`src/rtl/alu_arbiter.sv`:
```
// Two-port arbiter in front of a single shared combinational ALU: IDLE/EXEC/RESP handshake FSM.
// Define ALU_ARB_RR_EN for round-robin tie-break; the default build uses fixed priority to port 0.
module alu_arbiter #(
  parameter int W = 32
) (
  input  logic         clk,
  input  logic         reset,
  input  logic         req0_valid,
  output logic         req0_ready,
  input  logic [W-1:0] req0_A,
  input  logic [W-1:0] req0_B,
  input  logic [5:0]   req0_ALUFun,
  input  logic         req1_valid,
  output logic         req1_ready,
  input  logic [W-1:0] req1_A,
  input  logic [W-1:0] req1_B,
  input  logic [5:0]   req1_ALUFun,
  output logic [W-1:0] alu_A,
  output logic [W-1:0] alu_B,
  output logic [5:0]   alu_ALUFun,
  input  logic [W-1:0] alu_S,
  output logic         rsp0_valid,
  output logic [W-1:0] rsp0_S,
  input  logic         rsp0_ready,
  output logic         rsp1_valid,
  output logic [W-1:0] rsp1_S,
  input  logic         rsp1_ready
);

  typedef enum logic [1:0] {IDLE, EXEC, RESP} state_t;

  state_t       state_q, state_d;
  logic         lsp_q, lsp_d;
  logic         owner_q, owner_d;
  logic [W-1:0] a_q, a_d;
  logic [W-1:0] b_q, b_d;
  logic [5:0]   fun_q, fun_d;
  logic [W-1:0] rsp0_s_q, rsp0_s_d;
  logic [W-1:0] rsp1_s_q, rsp1_s_d;
  logic         grant0, grant1;
  logic         owner_ready;

  // Grant is purely combinational from the valids and the last-served pointer.
  always_comb begin
    grant0 = 1'b0;
    grant1 = 1'b0;
    if (req0_valid && req1_valid) begin
`ifdef ALU_ARB_RR_EN
      grant0 = lsp_q;
      grant1 = ~lsp_q;
`else
      grant0 = 1'b1;
`endif
    end else begin
      grant0 = req0_valid;
      grant1 = req1_valid;
    end
  end

  assign owner_ready = owner_q ? rsp1_ready : rsp0_ready;

  // NOTE: every *_d gets a default first so no path through this block can infer a latch.
  always_comb begin
    state_d  = state_q;
    lsp_d    = lsp_q;
    owner_d  = owner_q;
    a_d      = a_q;
    b_d      = b_q;
    fun_d    = fun_q;
    rsp0_s_d = rsp0_s_q;
    rsp1_s_d = rsp1_s_q;
    unique case (state_q)
      IDLE: begin
        if (grant0 || grant1) begin
          state_d = EXEC;
          owner_d = grant1;
          a_d     = grant1 ? req1_A      : req0_A;
          b_d     = grant1 ? req1_B      : req0_B;
          fun_d   = grant1 ? req1_ALUFun : req0_ALUFun;
        end
      end
      EXEC: begin
        state_d = RESP;
        // Each port keeps its own result register so the idle port's rsp_S never moves.
        if (owner_q) rsp1_s_d = alu_S;
        else         rsp0_s_d = alu_S;
      end
      RESP: begin
        if (owner_ready) begin
          state_d = IDLE;
          lsp_d   = owner_q;
        end
      end
      default: state_d = IDLE;
    endcase
  end

  // NOTE: sequential state uses non-blocking assignments only; reset is synchronous and clears
  // every register (operands included) so the ALU sees zeros straight after reset.
  always_ff @(posedge clk) begin
    if (reset) begin
      state_q  <= IDLE;
      lsp_q    <= 1'b1;
      owner_q  <= 1'b0;
      a_q      <= '0;
      b_q      <= '0;
      fun_q    <= '0;
      rsp0_s_q <= '0;
      rsp1_s_q <= '0;
    end else begin
      state_q  <= state_d;
      lsp_q    <= lsp_d;
      owner_q  <= owner_d;
      a_q      <= a_d;
      b_q      <= b_d;
      fun_q    <= fun_d;
      rsp0_s_q <= rsp0_s_d;
      rsp1_s_q <= rsp1_s_d;
    end
  end

  always_comb begin
    req0_ready = (state_q == IDLE) && grant0 && !reset;
    req1_ready = (state_q == IDLE) && grant1 && !reset;
    rsp0_valid = (state_q == RESP) && !owner_q;
    rsp1_valid = (state_q == RESP) && owner_q;
    rsp0_S     = rsp0_s_q;
    rsp1_S     = rsp1_s_q;
    alu_A      = a_q;
    alu_B      = b_q;
    alu_ALUFun = fun_q;
  end

endmodule
```
`config.mk`:
```
export PLATFORM = sky130hd
export DESIGN_NAME = alu_arbiter
export DESIGN_NICKNAME = d
export VERILOG_FILES = /design/src/rtl/alu_arbiter.sv
export SDC_FILE = /design/constraint.sdc
export NUM_CORES = 1
export LEC_CHECK = 0
export ABC_AREA = 1
export BUFFER_PORTS_ARGS = -buffer_cell sky130_fd_sc_hd__buf_2
export CORE_AREA = 2 2 122 124
export CTS_BUF_LIST = sky130_fd_sc_hd__clkbuf_4 sky130_fd_sc_hd__clkbuf_8
export DETAILED_ROUTE_END_ITERATION = 8
export DIE_AREA = 0 0 124 126
export HOLD_SLACK_MARGIN = 0.12
export PLACE_DENSITY_LB_ADDON = 0.2
export SETUP_SLACK_MARGIN = 0.4
export SLEW_MARGIN = 20
export SYNTH_ARGS = -nofsm -noshare
export SYNTH_HDL_FRONTEND = slang
export SYNTH_SLANG_ARGS = --single-unit
```
`constraint.sdc`:
```
create_clock -name clk -period 3 [get_ports clk]
set_clock_uncertainty 0.05 [all_clocks]
set_input_delay 0.3 -clock clk [delete_from_list [all_inputs] [get_ports clk]]
set_output_delay 0.3 -clock clk [all_outputs]
set_load 0.02 [all_outputs]
```
==> impl_metrics.tcl, run 1 <==
set metrics [dict create \
    finalNetCount 1660 \
    dpl.cell_count 1554 \
    final_cells 1679 \
    insertedDiodeCount 0 \
    drtIter0Drc 413 \
    final.setup.worst_slack_ns 0.907 \
    max_stage_delay_ns 0.34 \
    synth.net_count 1287 \
    path_buf_inv 1 \
    yosys-top-cells-area "dfxtp_1, nand2_1, nor2_1" \
    final_cell_mix "nand2_1, buf_2, nor2_1" \
    finalSetupViolations 0 \
    holdWs_ns 0.138 \
    cp-start-kind "flip-flop" \
    leakagePower_nw 5.65 \
    ant_nets 0 \
    netlist_area_mm2 0.00658 \
    syn_to_final_growth_pct 45.6 \
    slew_headroom_pct 52.8 \
    globalRoute.busiestLayer "met2" \
    tns_ns 0 \
    end_kind "primary output" \
    dp_hpwl_um 13100 \
    crit_type "flip-flop to primary output" \
    die_y_um 126 \
    cts_max_level 4 \
    min_path_type "input port to flip-flop" \
    slew_viol_final 0 \
    rsz0062_at_grt "no" \
    cp.arrival_ns 1.74 \
    antenna_found_initial 0 \
    tritoncts "done" \
    cts.sinks 137 \
    crit_fanout 44 \
    outcome "complete, no violations" \
    grtUsageMet2_pct 43.9 \
    gr-usage-met1_pct 28.2 \
    r2r_slack_ns 1.21 \
    ys_ff_latch 137 \
    io_pins 316 \
    rows 44 \
    clk_latency_ns 0.44 \
    clk_pin_slew_ns 0.08 \
    die_area_mm2 0.0156 \
    crit_family "simple AND/OR/NAND/NOR gates" \
    pre_cts_ws_ns 1.13 \
    synth_area_leader_cell "dfxtp_1" \
    grt_pass1_vias 6776 \
    cts_buffers 17 \
    grt_max_degree 76 \
    period_minus_slack_ns 2.09 \
    place.gp.congestion 0.862 \
    finalWirelength_um 20100 \
    crit_path_top_delay_cell "dfxtp_1" \
    clk_path_buf_depth 2 \
    post-route-period-util_pct 69.8 \
    grt_usage_pct 25.3 \
    path_cells "nor2_2 > nand2_4 > nor3_1 > buf_2" \
    die_width_um 124 \
    globalRouteOverflowTotal 0 \
    synth_top_area_share_pct 41.7 \
    syn_inst 1109 \
    yosys.cell_types.count 15 \
    final_common_cell "nand2_1" \
    root_buffer "clkbuf_8" \
    cts-resized-gates 0 \
    vias_per_cell 4.45 \
    drc_errors 0 \
    cp.required_ns 2.65 \
    met3_usage_pct 7.79 \
    ys_warn_count 0 \
    vias 7471 \
    worst_pin_slew_ns 0.708 \
    port_buffers 315 \
    layout-drive-gt1-share_pct 24.4 \
    synth_area_per_cell_um2 5.93 \
    grt_pass1_wl_um 31300 \
    maxCapViolCount 0 \
    clock.fmax_ghz 0.478 \
    ir_worst_vdd_mv 0.285 \
    core_mm2 0.0143 \
    wl_per_cell_um 11.9 \
    first_pass_iters 5 \
    hold_viol_final 0 \
    ys_seq_area_share_pct 41.7 \
    utilization_pct 66.9 \
    initial_utilization_pct 45.9 \
    powerDensity_mw_per_mm2 543 \
]
[final timing paths]
path,from,endpoint,cells past startpoint
worst max-delay path,state_q[1],req1_ready,4
worst min-delay path,req0_B[17],alu_B[17],5
worst max register to register,owner_q,rsp0_S[0],6
worst min register to register,rsp0_S[3],rsp0_S[3],4
[logic make-up (layout without fill, tap and decap cells)]
| logic type | Yosys count | count (layout) | share of synthesized area [%] |
|---|---|---|---|
| buffers and inverters | 205 | 591 | 12.9 |
| AOI/OAI and AO/OA | 2 | 2 | 0.152 |
| DFF | 137 | 137 | 41.7 |
| and+or+nand+nor | 765 | 765 | 45.2 |
[stage by stage]
stage               total power, mW  cell area [µm²]
floorplan                      2.96             6580
global placement               3.36             8170
detailed placement             3.38             8170
CTS                            5.22             9570
global route                   5.51             9570
finish                         5.20             9570
[cell type report]
cell class	instances	area (µm²)
clock buffers	18	248
clock inverters	14	219
fillers	1293	4740
inverters	142	536
multi-input cells	767	3000
flip-flops and latches	137	2740
well taps	184	230
repair buffers	417	2600
[tightest hold or removal path, stage by stage]
cell     delay, ns
buf_2         0.07
nand2_1       0.04
nand2_1       0.05
nor2_1        0.04
nor2_1        0.08
[cells in the mapped netlist, drive strengths merged]
cell and count:
a21oi 2, buf 42, clkbuf 21, dfxtp 137
inv 142, nand2 417, nand3 71, nor2 276
nor3 1
[where the power goes]
part	internal, mW	switching [mW]	leakage (nW)
sequential	2.00	0.0901	1.13
combinational	0.517	0.833	4.30
clock	1.02	0.738	0.230
[what timing repair did]
action / 4_1_cts / 5_1_grt
buffers inserted: 0 / 0
endpoints found under the setup margin: 0 / 0
endpoints found under the hold margin: 119 / 0
hold buffers: 93 / 0
[sequential cells by signal, summed over array words and instances (netlist names)]
register and flops:
rsp0_S 32, alu_B 32, alu_ALUFun 6, owner_q 1, alu_A 32, state_q 2, rsp1_S 32
[per-layer routing]
layer	vias up	part of all wire [%]	wire length (µm)
met5	-	0	0
met4	0	3.0	610
met3	46	7.9	1580
met2	253	49	9850
met1	3207	40	8010
li1	3965	-	-
(Power assumes the default switching activity.)
==> inputs of run 2 (changes only) <==
Settings changed: CORE_AREA 2 2 122 124 to 2 2 124 126, DIE_AREA 0 0 124 126 to 0 0 126 128.
Clock period 3 ns to 2 ns, I/O delays scaled along.
==> impl_metrics.tcl, run 2 (synthesis gave the netlist of run 1 again) <==
set metrics [dict create \
    wl_per_cell_um 12.6 \
    first_pass_iters 5 \
    dp_hpwl_um 13200 \
    io_pins 316 \
    max_stage_delay_ns 0.36 \
    path_cells "nor2_4 > buf_12 > nand2_8 > nor3_4 > buf_6" \
    rows 45 \
    drtIter0Drc 597 \
    final_cell_mix "nand2_1, buf_2, nor2_1" \
    vias 8065 \
    nFillCells 1189 \
    drc_errors 0 \
    combPwrFrac_pct 29.4 \
    switching_share_pct 32.8 \
    ff_latch_area_mm2 0.00275 \
    die_width_um 126 \
    holdWs_ns 0.165 \
    core_mm2 0.0149 \
    cp.arrival_ns 1.38 \
    tritoncts "done" \
    powerDensity_mw_per_mm2 753 \
    slew_headroom_pct 64.2 \
    clk_pin_slew_ns 0.07 \
    dpl.cell_count 1560 \
    grt_pass1_wl_um 34100 \
    end_kind "primary output" \
    antenna_found_initial 1 \
    slew_viol_final 0 \
    rsz0062_at_grt "yes" \
    crit_path_start "state_q[1]" \
    grt_pass1_vias 7418 \
    clk_path_buf_depth 2 \
    ant_nets 0 \
    root_buffer "clkbuf_8" \
    cts_buffers 17 \
    clk_latency_ns 0.43 \
    post-route-period-util_pct 81.6 \
    vias_per_cell 4.54 \
    seq_power_share_pct 39.4 \
    min_from "req1_A[8]" \
    initial_utilization_pct 44.2 \
    finalPower_mw 7.97 \
    power.switching_mw 2.61 \
    finalNetCount 1751 \
    clock.fmax_ghz 0.613 \
    outcome "complete, no violations" \
    finalWirelength_um 22300 \
    hold_viol_final 0 \
    min_path_type "input port to flip-flop" \
    cp.required_ns 1.75 \
    final_common_cell "nand2_1" \
    syn_to_final_growth_pct 61.0 \
    port_buffers 315 \
    cts.sinks 137 \
    p_int_mw 5.35 \
    ir_worst_vdd_mv 0.313 \
    cts_max_level 4 \
    layout-drive-gt1-share_pct 24.0 \
    multi_input_area_mm2 0.00305 \
    die_area_mm2 0.0161 \
    p_clk_share_pct 31.2 \
    globalRouteOverflowTotal 0 \
    crit_path_top_delay_cell "dfxtp_4" \
    cp-start-kind "flip-flop" \
    leakagePower_nw 6.08 \
    grt_usage_pct 26.1 \
    tns_ns 0 \
    grt_max_degree 92 \
    crit_type "flip-flop to primary output" \
    final_cells 1775 \
    crit_fanout 3 \
    place.gp.congestion 0.795 \
    finalSetupViolations 0 \
    regToRegStartpoint "state_q[1]" \
    worst_pin_slew_ns 0.537 \
    period_minus_slack_ns 1.63 \
    die_y_um 128 \
    maxCapViolCount 0 \
]
## run 2: what timing repair did
action,CTS,global route
resized for setup,6,16
cloned,1,1
buffers inserted,4,1
pin swaps,2,2
endpoints found under the setup margin,2,67
endpoints found under the hold margin,137,0
hold buffers,175,0
## run 2: power groups by stage
stage | clock network [mW] | registers (mW) | logic, mW
floorplan | 0 | 3.53 | 0.909
global placement | 0 | 3.19 | 1.87
detailed placement | 0 | 3.20 | 1.89
CTS | 2.55 | 3.14 | 2.25
global route | 2.65 | 3.17 | 2.58
finish | 2.48 | 3.14 | 2.34
## run 2: layer usage
layer	share of wire [%]	GRT usage [%]
met3	7.8	6.30
met4	3.5	13.8
met1	39	29.4
met2	49	45.8
met5	0	0
## run 2: area by class of cell
type                    instances  share of cell area [%]
well taps                     188                    2.22
multi-input cells             768                    28.8
repair buffers                507                    33.9
diodes                          1                  0.0236
inverters                     142                    5.06
clock inverters                15                    1.88
flip-flops and latches        137                    26.0
clock buffers                  17                    2.21
## run 2: per-stage QoR
stage / setup slack (ns) / util [%] / instance area (µm²)
2_1_floorplan: 0.433 / - / 6580
5_1_grt: 0.301 / 71.2 / 10600
3_3_place_gp: 0.477 / 55.3 / 8230
6_report: 0.369 / 71.2 / 10600
4_1_cts: 0.349 / 70.6 / 10500
3_5_place_dp: 0.474 / 55.3 / 8230
## run 2: path summary, 6_finish.rpt
check | cells past startpoint | slack, ns | end
setup / recovery | 5 | 0.37 | req1_ready
hold / removal | 5 | 0.16 | alu_A[8]
setup reg to reg | 7 | 0.47 | alu_B[2]
hold reg to reg | 4 | 0.46 | rsp0_S[0]
## run 2: critical path: cells and delay by family (launching register included)
kind | cells | cell delay [ns]
buffers and inverters | 2 | 0.27
flip-flops | 1 | 0.36
AND/OR/NAND/NOR | 3 | 0.32
==> inputs of run 3 (changes only) <==
Settings changed: ABC_AREA 1 to 0.
Clock period 2 ns to 1.7 ns, I/O delays scaled along.
==> impl_metrics.tcl, run 3 <==
set metrics [dict create \
    outcome "complete, but fails checks" \
    violations "negative setup slack" \
    period_minus_slack_ns 1.70 \
    drc_errors 0 \
    globalRoute.busiestLayer "met2" \
    syn_to_final_growth_pct 98.0 \
    finalNetCount 1402 \
    finalWirelength_um 29300 \
    ys_warn_count 0 \
    powerDensity_mw_per_mm2 848 \
    ys_seq_area_share_pct 45.4 \
    yosys.cell_types.count 24 \
    yosys-top-cells-area "dfxtp_1, a311oi_2, nand2_1" \
    clock.fmax_ghz 0.588 \
    gr-usage-met1_pct 35.7 \
    post-route-period-util_pct 100 \
    place.gp.congestion 0.808 \
    antenna_found_initial 0 \
    final.setup.worst_slack_ns -0.000112 \
    cp.required_ns 1.99 \
    rows 45 \
    fin_area_mm2 0.0120 \
    netlist_area_mm2 0.00604 \
    clk_pin_slew_ns 0.09 \
    die_y_um 128 \
    root_buffer "clkbuf_8" \
    crit_fanout 8 \
    port_buffers 315 \
    ir_worst_vdd_mv 0.477 \
    dp_hpwl_um 13000 \
    insertedDiodeCount 0 \
    wl_per_cell_um 20.5 \
    grt_pass1_vias 8007 \
    die_width_um 126 \
    end_kind "flip-flop" \
    ant_nets 0 \
    cts_buffers 17 \
    synth_area_leader_cell "dfxtp_1" \
    ys_async_sr_fraction_pct 0 \
    crit_type "flip-flop to flip-flop" \
    rsz0062_at_grt "yes" \
    finalPower_mw 10.1 \
    synth_area_per_cell_um2 8.64 \
    slew_viol_final 0 \
    first_pass_iters 5 \
    placed_cell_area_mm2 0.00779 \
    core_mm2 0.0149 \
    r2r_slack_ns -0.0001 \
    grtUsageMet2_pct 60.7 \
    final_cell_mix "buf_2, nand2_1, dlygate4sd3_1" \
    synth_edf_count 0 \
    hold_viol_final 0 \
    ys_ff_latch 137 \
    drtIter0Drc 504 \
    yosysMostFrequentCell "nand2_1" \
    syn_inst 700 \
    synth-main-ff-cell "dfxtp_1" \
    tritoncts "done" \
    cp.arrival_ns 1.99 \
    clk_latency_ns 0.44 \
    nFillCells 805 \
    clk_path_buf_depth 2 \
    met3_usage_pct 8.31 \
    grt_usage_pct 33.5 \
    vias 7924 \
    grt_pass1_wl_um 42400 \
    globalRouteOverflowTotal 0 \
    ys_top_cells_by_count "nand2_1, dfxtp_1, a21oi_1" \
    leakagePower_nw 5.46 \
    final_common_cell "buf_2" \
    maxCapViolCount 0 \
    worst_pin_slew_ns 1.11 \
    min_path_type "input port to flip-flop" \
    synth.net_count 878 \
    finalSetupViolations 1 \
    cts_max_level 4 \
    synth_top_area_share_pct 45.4 \
    io_pins 316 \
    cp-start-kind "flip-flop" \
    grt_max_degree 60 \
    vias_per_cell 5.56 \
    die_area_mm2 0.0161 \
    initial_utilization_pct 40.7 \
    cts.sinks 137 \
    slew_headroom_pct 25.7 \
    layout-drive-gt1-share_pct 53.6 \
]
run 3: changes by cell type in the layout (fill, tap and decap cells not counted), sizes merged, moves of 66 or more:
| cell | delta |
|---|---|
| nand2 | -150 |
| nor2 | -275 |
| a311oi | +70 |
| nand3 | -71 |
| inv | -144 |
| a21oi | +134 |
| buf | +66 |
run 3: layout make-up:
cell class	instances	area [µm²]	area share [%]
Clock buffer	20	275	2.30
Clock inverter	12	148	1.23
Multi-Input combinational cell	492	3690	30.8
Sequential cell	137	2750	23.0
Tap cell	188	235	1.97
Timing Repair Buffer	576	4870	40.7
run 3: path summary, 6_finish.rpt:
path | start | endpoint | cells after the start
worst max-delay path | state_q[0] | rsp1_S[0] | 8
worst min-delay path | reset | rsp0_S[17] | 3
worst max register to register | state_q[0] | rsp1_S[0] | 8
worst min register to register | rsp1_S[25] | rsp1_S[25] | 2
run 3: cell families after synthesis:
kind of cell	after synthesis	synth area share [%]
AO/OA/AOI/OAI	207	28.7
AND/OR/NAND/NOR	284	18.7
multiplexers	1	0.166
flip-flops	137	45.4
buffers and inverters	71	7.12
run 3: repair_timing:
item	4_1_cts	5_1_grt
hold endpoints to repair	137	0
hold buffers	178	0
buffers inserted	33	4
gates resized for setup	174	104
endpoints found under the setup margin	136	142
pin swaps	95	103
gates cloned	23	1
run 3: metal layers:
layer	wire [µm]	up-vias
met4	1630	0
met3	2070	138
li1	-	3484
met5	0	-
met2	15300	502
met1	10300	3800
run 3: worst max-delay path, stage by stage, from the launching register on:
cell     delay (ns)
dfxtp_4        0.44
buf_6          0.12
buf_6          0.08
buf_6          0.09
and3b_2        0.28
buf_12         0.14
buf_16         0.15
nand2_4        0.05
a21oi_1        0.19
run 3: stage by stage:
stage          instances  util (%)  worst slack, ns  hold slack [ns]  setup TNS [ns]
3_3_place_gp        1154      52.4            0.229            0.374               0
3_5_place_dp        1154      52.4            0.196            0.377               0
5_1_grt             1425      80.5          -0.0394            0.161         -0.0394
6_report            1425      80.5        -0.000112            0.177       -0.000112
4_1_cts             1420      77.2           0.0895            0.144               0
2_1_floorplan        700         -            0.337            0.217               0
run 3: where the power goes:
group          switching, mW  total (mW)  internal, mW
clock                   1.34        2.89          1.56
sequential             0.186        3.68          3.49
combinational           1.82        3.58          1.76
total                   3.34        10.1          6.80
